==> src/rtl/pkt_dispatch_pkg.sv <==
// Shared constants for the packet dispatcher: FSM state codes, the invalid-header
// sentinel and sizing of the executor timeout counter.
package pkt_dispatch_pkg;

  localparam int PD_STATE_BUS = 3;

  localparam logic [PD_STATE_BUS-1:0] PD_STATE_IDLE     = 3'd0;
  localparam logic [PD_STATE_BUS-1:0] PD_STATE_RD_ETYPE = 3'd1;
  localparam logic [PD_STATE_BUS-1:0] PD_STATE_RD_ENT0  = 3'd2;
  localparam logic [PD_STATE_BUS-1:0] PD_STATE_RD_ENT1  = 3'd3;
  localparam logic [PD_STATE_BUS-1:0] PD_STATE_DISPATCH = 3'd4;
  localparam logic [PD_STATE_BUS-1:0] PD_STATE_DONE     = 3'd5;

  localparam logic [31:0] HDR_INVALID = 32'hFFFF_FFFF;

  // Executor minimum latency is 3 cycles; its done flag is ignored until the guard reaches this value.
  localparam logic [1:0] PD_GUARD_LAST = 2'd3;

  // Width of a down-counter that must hold timeout-1.
  function automatic int pd_timeout_bus(input int timeout);
    return (timeout <= 2) ? 1 : $clog2(timeout);
  endfunction

endpackage

==> src/rtl/pkt_dispatch_timeout.sv <==
// Loadable down-counter with an expire flag; stops at zero and stays expired until reloaded.
module pkt_dispatch_timeout #(
  parameter int W = 10
) (
  input  logic         clk,
  input  logic         rst,
  input  logic         load_i,
  input  logic [W-1:0] load_val_i,
  input  logic         en_i,
  output logic         expired_o
);

  logic [W-1:0] count_q;

  always_ff @(posedge clk or posedge rst) begin
    if (rst) begin
      count_q <= '0;
    end else if (load_i) begin
      count_q <= load_val_i;
    end else if (en_i && (count_q != '0)) begin
      count_q <= count_q - 1'b1;
    end
  end

  assign expired_o = (count_q == '0);

endmodule

==> src/rtl/pkt_dispatch.sv <==
// Packet dispatcher: parses the L2 header (optional single VLAN tag), fetches the
// action-table entry for the packet class and holds the executor start handshake.
module pkt_dispatch
  import pkt_dispatch_pkg::*;
#(
  parameter logic [31:0] ACT_TBL_BASE = 32'h0000_0100,
  parameter logic [15:0] ETYPE_IPV4   = 16'h0800,
  parameter logic [15:0] ETYPE_VLAN   = 16'h8100,
  parameter int          EX_TIMEOUT   = 1024
) (
  input  logic        clk,
  input  logic        rst,
  input  logic        pkt_start_i,
  input  logic [31:0] pkt_addr_i,
  output logic        pkt_busy_o,
  output logic        pkt_done_o,
  output logic        pkt_err_o,
  output logic        mem_ce_o,
  output logic        mem_we_o,
  output logic [31:0] mem_addr_o,
  output logic [3:0]  mem_width_o,
  output logic [31:0] mem_data_o,
  input  logic [31:0] mem_data_i,
  output logic        ex_start_o,
  output logic [31:0] ex_start_addr_o,
  output logic [31:0] ex_args_start_o,
  output logic [63:0] ex_hdrs_o,
  input  logic        ex_done_i
);

  localparam int PD_TIMEOUT_BUS = pd_timeout_bus(EX_TIMEOUT);
  localparam logic [PD_TIMEOUT_BUS-1:0] TIMEOUT_LOAD = PD_TIMEOUT_BUS'(EX_TIMEOUT - 1);

  logic [PD_STATE_BUS-1:0] state_q, state_d;
  logic [31:0] base_q, hdr0_q, hdr1_q, start_addr_q, args_start_q;
  logic        vlan_q, idx_q, err_q;
  logic [1:0]  guard_q;

  logic [15:0] etype;
  logic [31:0] vlan_off, ent_addr;
  logic        guard_done, to_expired, is_vlan_tag;

  assign etype       = mem_data_i[15:0];
  assign vlan_off    = {29'd0, vlan_q, 2'b00};
  assign ent_addr    = ACT_TBL_BASE + {28'd0, idx_q, 3'b000};
  assign guard_done  = (guard_q == PD_GUARD_LAST);
  assign is_vlan_tag = (etype == ETYPE_VLAN) && !vlan_q;

  pkt_dispatch_timeout #(.W(PD_TIMEOUT_BUS)) u_timeout (
    .clk        (clk),
    .rst        (rst),
    .load_i     (state_q == PD_STATE_RD_ENT1),
    .load_val_i (TIMEOUT_LOAD),
    .en_i       (state_q == PD_STATE_DISPATCH),
    .expired_o  (to_expired)
  );

  always_comb begin
    state_d = state_q;
    case (state_q)
      PD_STATE_IDLE:     if (pkt_start_i) state_d = PD_STATE_RD_ETYPE;
      PD_STATE_RD_ETYPE: if (!is_vlan_tag) state_d = PD_STATE_RD_ENT0;
      PD_STATE_RD_ENT0:  state_d = PD_STATE_RD_ENT1;
      PD_STATE_RD_ENT1:  state_d = PD_STATE_DISPATCH;
      PD_STATE_DISPATCH: if ((guard_done && ex_done_i) || to_expired) state_d = PD_STATE_DONE;
      PD_STATE_DONE:     state_d = PD_STATE_IDLE;
      default:           state_d = PD_STATE_IDLE;
    endcase
  end

  always_ff @(posedge clk or posedge rst) begin
    if (rst) begin
      state_q      <= PD_STATE_IDLE;
      base_q       <= '0;
      hdr0_q       <= '0;
      hdr1_q       <= '0;
      start_addr_q <= '0;
      args_start_q <= '0;
      vlan_q       <= 1'b0;
      idx_q        <= 1'b0;
      err_q        <= 1'b0;
      guard_q      <= '0;
    end else begin
      state_q <= state_d;
      case (state_q)
        PD_STATE_IDLE: begin
          if (pkt_start_i) begin
            base_q <= pkt_addr_i;
            hdr0_q <= pkt_addr_i;
            vlan_q <= 1'b0;
            idx_q  <= 1'b0;
            err_q  <= 1'b0;
          end
        end
        PD_STATE_RD_ETYPE: begin
          if (is_vlan_tag) begin
            vlan_q <= 1'b1;
          end else if (etype == ETYPE_IPV4) begin
            hdr1_q <= base_q + 32'd14 + vlan_off;
            idx_q  <= 1'b1;
          end else begin
            hdr1_q <= HDR_INVALID;
            idx_q  <= 1'b0;
          end
        end
        PD_STATE_RD_ENT0: start_addr_q <= mem_data_i;
        PD_STATE_RD_ENT1: begin
          args_start_q <= mem_data_i;
          guard_q      <= '0;
        end
        PD_STATE_DISPATCH: begin
          if (!guard_done) guard_q <= guard_q + 2'd1;
          // A done seen after the guard wins over a simultaneous timeout.
          if (state_d == PD_STATE_DONE) err_q <= !(guard_done && ex_done_i);
        end
        default: ;
      endcase
    end
  end

  always_comb begin
    mem_ce_o    = 1'b0;
    mem_width_o = 4'd0;
    mem_addr_o  = 32'd0;
    case (state_q)
      PD_STATE_RD_ETYPE: begin
        mem_ce_o    = 1'b1;
        mem_width_o = 4'd2;
        mem_addr_o  = base_q + 32'd12 + vlan_off;
      end
      PD_STATE_RD_ENT0: begin
        mem_ce_o    = 1'b1;
        mem_width_o = 4'd4;
        mem_addr_o  = ent_addr;
      end
      PD_STATE_RD_ENT1: begin
        mem_ce_o    = 1'b1;
        mem_width_o = 4'd4;
        mem_addr_o  = ent_addr + 32'd4;
      end
      default: ;
    endcase
  end

  assign mem_we_o        = 1'b0;
  assign mem_data_o      = 32'd0;
  assign pkt_busy_o      = (state_q != PD_STATE_IDLE);
  assign pkt_done_o      = (state_q == PD_STATE_DONE);
  assign pkt_err_o       = pkt_done_o && err_q;
  assign ex_start_o      = (state_q == PD_STATE_DISPATCH);
  assign ex_start_addr_o = start_addr_q;
  assign ex_args_start_o = args_start_q;
  assign ex_hdrs_o       = {hdr0_q, hdr1_q};

endmodule
==> config.mk <==
export PLATFORM = sky130hd
export DESIGN_NAME = pkt_dispatch
export DESIGN_NICKNAME = d
export VERILOG_FILES = /design/src/rtl/pkt_dispatch_pkg.sv /design/src/rtl/pkt_dispatch_timeout.sv /design/src/rtl/pkt_dispatch.sv
export SDC_FILE = /design/constraint.sdc
export NUM_CORES = 1
export LEC_CHECK = 0
export CAP_MARGIN = 5
export CORE_ASPECT_RATIO = 0.6
export CORE_MARGIN = 2
export CORE_UTILIZATION = 30
export DETAILED_ROUTE_END_ITERATION = 6
export SLEW_MARGIN = 10
export SYNTH_ARGS = -nofsm -noshare
export SYNTH_HDL_FRONTEND = slang
export SYNTH_SLANG_ARGS = --single-unit
export TNS_END_PERCENT = 20
==> constraint.sdc <==
create_clock -name clk -period 4.1 [get_ports clk]
set_clock_uncertainty 0.1 [all_clocks]
set_input_delay 0.41 -clock clk [delete_from_list [all_inputs] [get_ports clk]]
set_output_delay 0.41 -clock clk [all_outputs]
set_load 0.01 [all_outputs]
==> impl_results.md, run 1 <==
- Routability Congestion: 0.814
- Number of global-route vias before repair: 5721
- GR Util All Layers: 18.3%
- Initial antenna violation count: 0
- Final Instance Area: 10400 um^2
- Port bufs: 234
- Headroom to the max-slew limit: 30.7%
- CP Class: flop to primary output
- Max Cap Viol: 0
- Seq cells post-synth: 146
- DRT Wirelength: 23000 um
- Fin crit share: 90.6%
- Top FF cell, synth: dfrtp_1
- HP Class: primary input to asynchronous set/reset pin
- Maximum VDD drop: 0.368 mV
- P&R area growth vs syn: 42.0%
- Row count: 44
- Initial Util: 30.4%
- Avg WL per Cell: 18.4 um
- Area after DPL: 9810 um^2
- WP data arrival: 3200 ps
- Avg Inst Size Synth: 10.5 um^2
- Clk root buf: clkbuf_16
- Post-synth top area share: 50.0%
- Die Y: 125 um
- Total Power: 0.00754 W
- First-pass GRT wire length: 35500 um
- CP startpoint: vlan_q
- Syn Inst Count: 699
- Layout cell share with drive strength beyond 1: 13.5%
- Required time worst endpoint: 3590 ps
- Setup crit end kind: primary output
- Fraction of registers with async set/reset: 100%
- Leakage: 4.10 nW
- Final cell count without fillers: 1250
- Fmax: 0.269 GHz
- Status: finished clean
- Clock share of power: 20.2%
- Number of setup violations in the final report: 0
- CP Launch Type: flop
- Final hold viol count: 0
- P_int: 0.00473 W
- Tightest Pin Transition: 1040 ps
- Worst-skew pair later-pin latency: 440 ps
- Netlist cell types: 51
- CTS Sinks: 146
- Routed vias: 5854
- Number of DRC markers in iteration 0: 384
- Netlist Area Pre-Place: 7310 um^2
- I/O pins: 270
- RR Startpoint: vlan_q
- Deepest clock path buffer count: 2
- Synth area leaders: dfrtp_1 (50%), mux2_2 (9.9%), nand2_1 (6.2%)
- GRT overflow: 0
- Fin Setup TNS: 0 ps
- RSZ-0062 raised after global routing: false
- Switching share of total power: 37.3%
- Post-synthesis sequential area ratio: 50.0%
- Comb pwr share: 46.0%
- DRC Markers: 0
- Post-synth EDFFs: 0
- Largest net degree at the start of global routing: 82
- Final min period: 3710 ps
- Ant diodes: 0
- Seq pwr share: 33.7%
- Total number of yosys warnings: 0
- Final net count: 992
- Post-CTS Hold Buffers: 0
- Cells after DPL: 1218
- CTS tree: built
- Post-DP HPWL: 16600 um
- Post-synth top area cell: dfrtp_1
- Chip Width: 205 um
- Pwr per Cell Area: 727 nW/um^2
- H-tree level count: 4
- TritonCTS Buffers: 17
- Die ar.: 25700 um^2
- Critical path fanouts, max: 11
- Core Box Area: 24100 um^2
- Drt pass-1 iters: 5
- Final ANT Viol Nets: 0
- Worst-path clk slew: 70 ps
- Vias per cell: 4.68
- Net Switching: 0.00281 W
- Max-slew violations: 0
flip-flops by register name (all words and copies together), names as in the netlist, 2 cells and up:
signal and count:
ex_args_start_o 32, state_q 3, ex_start_addr_o 32, u_timeout.count_q 10, hdr1_q 32, hdr0_q 32
guard_q 2
power groups by stage:
stage	clock [W]	sequential, W	combinational, W
3_5_place_dp	0	0.00256	0.00351
4_1_cts	0.00157	0.00254	0.00353
2_1_floorplan	0	0.00254	0.00174
5_1_grt	0.00164	0.00264	0.00376
6_report	0.00152	0.00255	0.00347
3_3_place_gp	0	0.00254	0.00351
cell usage after synthesis (12+ instances only):
master / count
nand2_1: 120
buf_4: 37
mux2_2: 64
nor2_1: 40
inv_1: 14
nand3_1: 12
o21ai_0: 18
clkbuf_1: 12
buf_2: 29
dfrtp_1: 146
a2bb2oi_1: 30
xor2_1: 15
xnor2_1: 40
nor3_1: 22
layout make-up:
class	count	area (um^2)
multi-input cells	492	3260
well taps	322	403
clock buffers	20	457
flip-flops and latches	146	3650
clock inverters	12	106
repair buffers	243	2430
inverters	15	60.1
fillers	2351	13700
layout by cell type, fill, tap and decap left out, types with 18 or more instances in the layout:
master	instances
a2bb2oi_1	30
conb_1	35
o21ai_0	18
nor2_1	38
nand2_1	119
clkdlybuf4s50_1	234
dfrtp_1	146
xnor2_1	40
mux2_2	64
nor3_1	22
through the flow:
stage	worst slack (ps)	util (%)	hold slack [ps]
CTS	198	43.1	377
finish	387	43.1	342
floorplan	1550	-	355
global route	181	43.1	390
detailed placement	680	40.8	384
global placement	760	40.8	382
per-layer routing:
metal  up-vias  global-route usage [%]  share of wire (%)
met4         0                    3.47               0.68
met2       207                    24.7                 42
met3        12                    7.74                9.4
met5         -                       0                  0
li1       2752                       -                  -
met1      2883                    26.9                 48
repair_timing:
| item | 4_1_cts | 5_1_grt |
|---|---|---|
| setup buffers | 0 | 0 |
| endpoints found under the setup margin | 0 | 1 |
| resized for setup | 0 | 1 |
final timing paths:
| path | endpoint | slack (ps) | cells past startpoint |
|---|---|---|---|
| setup / recovery | mem_addr_o[16] | 390 | 9 |
| hold / removal | ex_args_start_o[19] | 340 | 3 |
| setup reg to reg | hdr1_q[29] | 1310 | 10 |
| hold reg to reg | guard_q[0] | 390 | 1 |
| max in group asynchronous | u_timeout.count_q[7] | 3100 | 3 |
| min in group clk | hdr0_q[23] | 390 | 3 |
worst max-delay path: stages (launching register included):
cell             delay [ps]
dfrtp_1                 360
inv_1                    60
ha_1                    220
inv_1                    70
ha_1                    180
a21o_1                  170
nand4_1                 490
or3_1                   520
a21oi_1                 150
clkdlybuf4s50_1         550
kinds of logic (layout without fill, tap and decap cells):
family / count (synthesis) / in the layout / synth area share, %
AO/OA/AOI/OAI: 67 / 67 / 6.75
multiplexers: 65 / 65 / 10.0
adder cells (fa/ha/maj): 9 / 9 / 1.75
other: 1 / 35 / 0.0513
buffers and inverters: 95 / 290 / 7.38
AND/OR/NAND/NOR: 261 / 261 / 17.5
flip-flops: 146 / 146 / 50.0
XOR/XNOR: 55 / 55 / 6.59
(Power assumes the default switching activity.)
==> inputs of run 2 (changes only) <==
--- a/config.mk
+++ b/config.mk
@@ -12,2 +12,3 @@
 export DETAILED_ROUTE_END_ITERATION = 6
+export HOLD_SLACK_MARGIN = 0.05
 export SLEW_MARGIN = 10
--- a/constraint.sdc
+++ b/constraint.sdc
@@ -4,2 +4,2 @@
 set_output_delay 0.41 -clock clk [all_outputs]
-set_load 0.01 [all_outputs]
+set_load 0.005 [all_outputs]
==> impl_results.md, run 2 (synthesis results as in run 1) <==
- Maximum VDD drop: 0.347 mV
- Final hold viol count: 0
- Deepest clock path buffer count: 2
- Required time worst endpoint: 3590 ps
- Net Switching: 0.00259 W
- Max-slew violations: 0
- Status: finished clean
- Postcts setup bufs: 0
- I/O pins: 270
- DRT Wirelength: 22900 um
- Commonest non-fill, non-tap cell in the layout: clkdlybuf4s50_1
- TritonCTS Buffers: 17
- Critical path fanouts, max: 11
- DRC Markers: 0
- Max Cap Viol: 0
- Fin crit share: 90.8%
- Number of global-route vias before repair: 5834
- Chip Width: 205 um
- CTS tree: built
- Routability Congestion: 0.814
- WP data arrival: 3210 ps
- Core Box Area: 24100 um^2
- P&R area growth vs syn: 42.2%
- CTS Sinks: 146
- Final Instance Area: 10400 um^2
- Die ar.: 25700 um^2
- Clk root buf: clkbuf_16
- Number of DRC markers in iteration 0: 325
- Final min period: 3720 ps
- Leakage: 4.11 nW
- Worst-skew pair later-pin latency: 430 ps
- Tightest Pin Transition: 1050 ps
- Drt pass-1 iters: 4
- Layout cell share with drive strength beyond 1: 13.5%
- CP Launch Type: flop
- GR Util All Layers: 18.6%
- Largest net degree at the start of global routing: 82
- Switching share of total power: 35.2%
- Fin Setup TNS: 0 ps
- Total Power: 0.00735 W
- Routed vias: 5868
- Headroom to the max-slew limit: 30.0%
- GRT overflow: 0
- H-tree level count: 4
- Port bufs: 234
- Fmax: 0.269 GHz
- Setup crit end kind: primary output
- Ant diodes: 0
- Avg WL per Cell: 18.4 um
- Row count: 44
- CP startpoint: hdr0_q[2]
- Seq pwr share: 34.6%
- Post-CTS Hold Buffers: 0
- Post_cts resized: 0
- Number of setup violations in the final report: 0
- P_int: 0.00476 W
- HP Class: primary input to asynchronous set/reset pin
- FF-to-FF path depth: 11
- Pwr per Cell Area: 708 nW/um^2
- Final ANT Viol Nets: 0
- Initial Util: 30.4%
- First-pass GRT wire length: 36000 um
- Initial antenna violation count: 0
- Clock share of power: 21.5%
- RSZ-0062 raised after global routing: false
- CP Class: flop to primary output
- Post-DP HPWL: 16600 um
- Area after DPL: 9810 um^2
- Comb pwr share: 43.9%
- Worst-path clk slew: 70 ps
- Most frequent cells in the layout: clkdlybuf4s50_1 (234), dfrtp_1 (146), nand2_1 (119)
- Vias per cell: 4.69
- RR Startpoint: hdr0_q[2]
- Final net count: 992
- Die Y: 125 um
run 2: cell types whose count changed in the layout (fill, tap and decap cells not counted), sizes merged:
| cell | change |
|---|---|
| clkbuf | -2 |
| inv | +2 |
| bufinv | +1 |
| clkinvlp | -1 |
run 2: power groups by stage:
| stage | logic, W | clock network, W | registers (W) |
|---|---|---|---|
| after global placement | 0.00327 | 0 | 0.00254 |
| after global routing | 0.00353 | 0.00169 | 0.00264 |
| after detailed placement | 0.00327 | 0 | 0.00256 |
| final | 0.00323 | 0.00158 | 0.00254 |
| after CTS | 0.00329 | 0.00163 | 0.00254 |
| after floorplan | 0.00168 | 0 | 0.00235 |
run 2: metrics by stage:
step / utilization (%) / hold WS, ps / instances / worst slack [ps]
after floorplan: - / 355 / 733 / 1650
after global placement: 40.8 / 383 / 1218 / 801
after detailed placement: 40.8 / 391 / 1218 / 684
after CTS: 43.2 / 357 / 1250 / 196
after global routing: 43.2 / 384 / 1250 / 215
final: 43.2 / 337 / 1250 / 377
run 2: routing by layer:
metal  track usage [%]  vias to the layer above  routed length [um]
met5                 0                        -                   0
li1                  -                     2754                   -
met2              25.1                      192                9540
met3              8.11                       12                2310
met1              26.9                     2910               10900
met4              4.27                        0                 158
run 2: final cells by class:
type,count,area [um^2]
clock buffer,18,429
clock inverter,14,154
fill,2329,13700
inverter,15,60.1
multi-input combinational,492,3260
sequential,146,3650
tap,322,403
timing repair buffer,243,2430
run 2: critical path: stages (launching register included):
cell             delay, ps
dfrtp_1                360
inv_1                   60
ha_1                   230
inv_1                   70
ha_1                   180
a21o_1                 170
nand4_1                490
or3_1                  520
a21oi_1                180
clkdlybuf4s50_1        520
run 2: final timing paths:
kind,slack [ps],to
max,380,mem_addr_o[16]
min,340,ex_args_start_o[19]
max reg2reg,1240,hdr1_q[22]
min reg2reg,400,guard_q[0]
max in group asynchronous,3120,u_timeout.count_q[9]
min in group clk,400,guard_q[0]
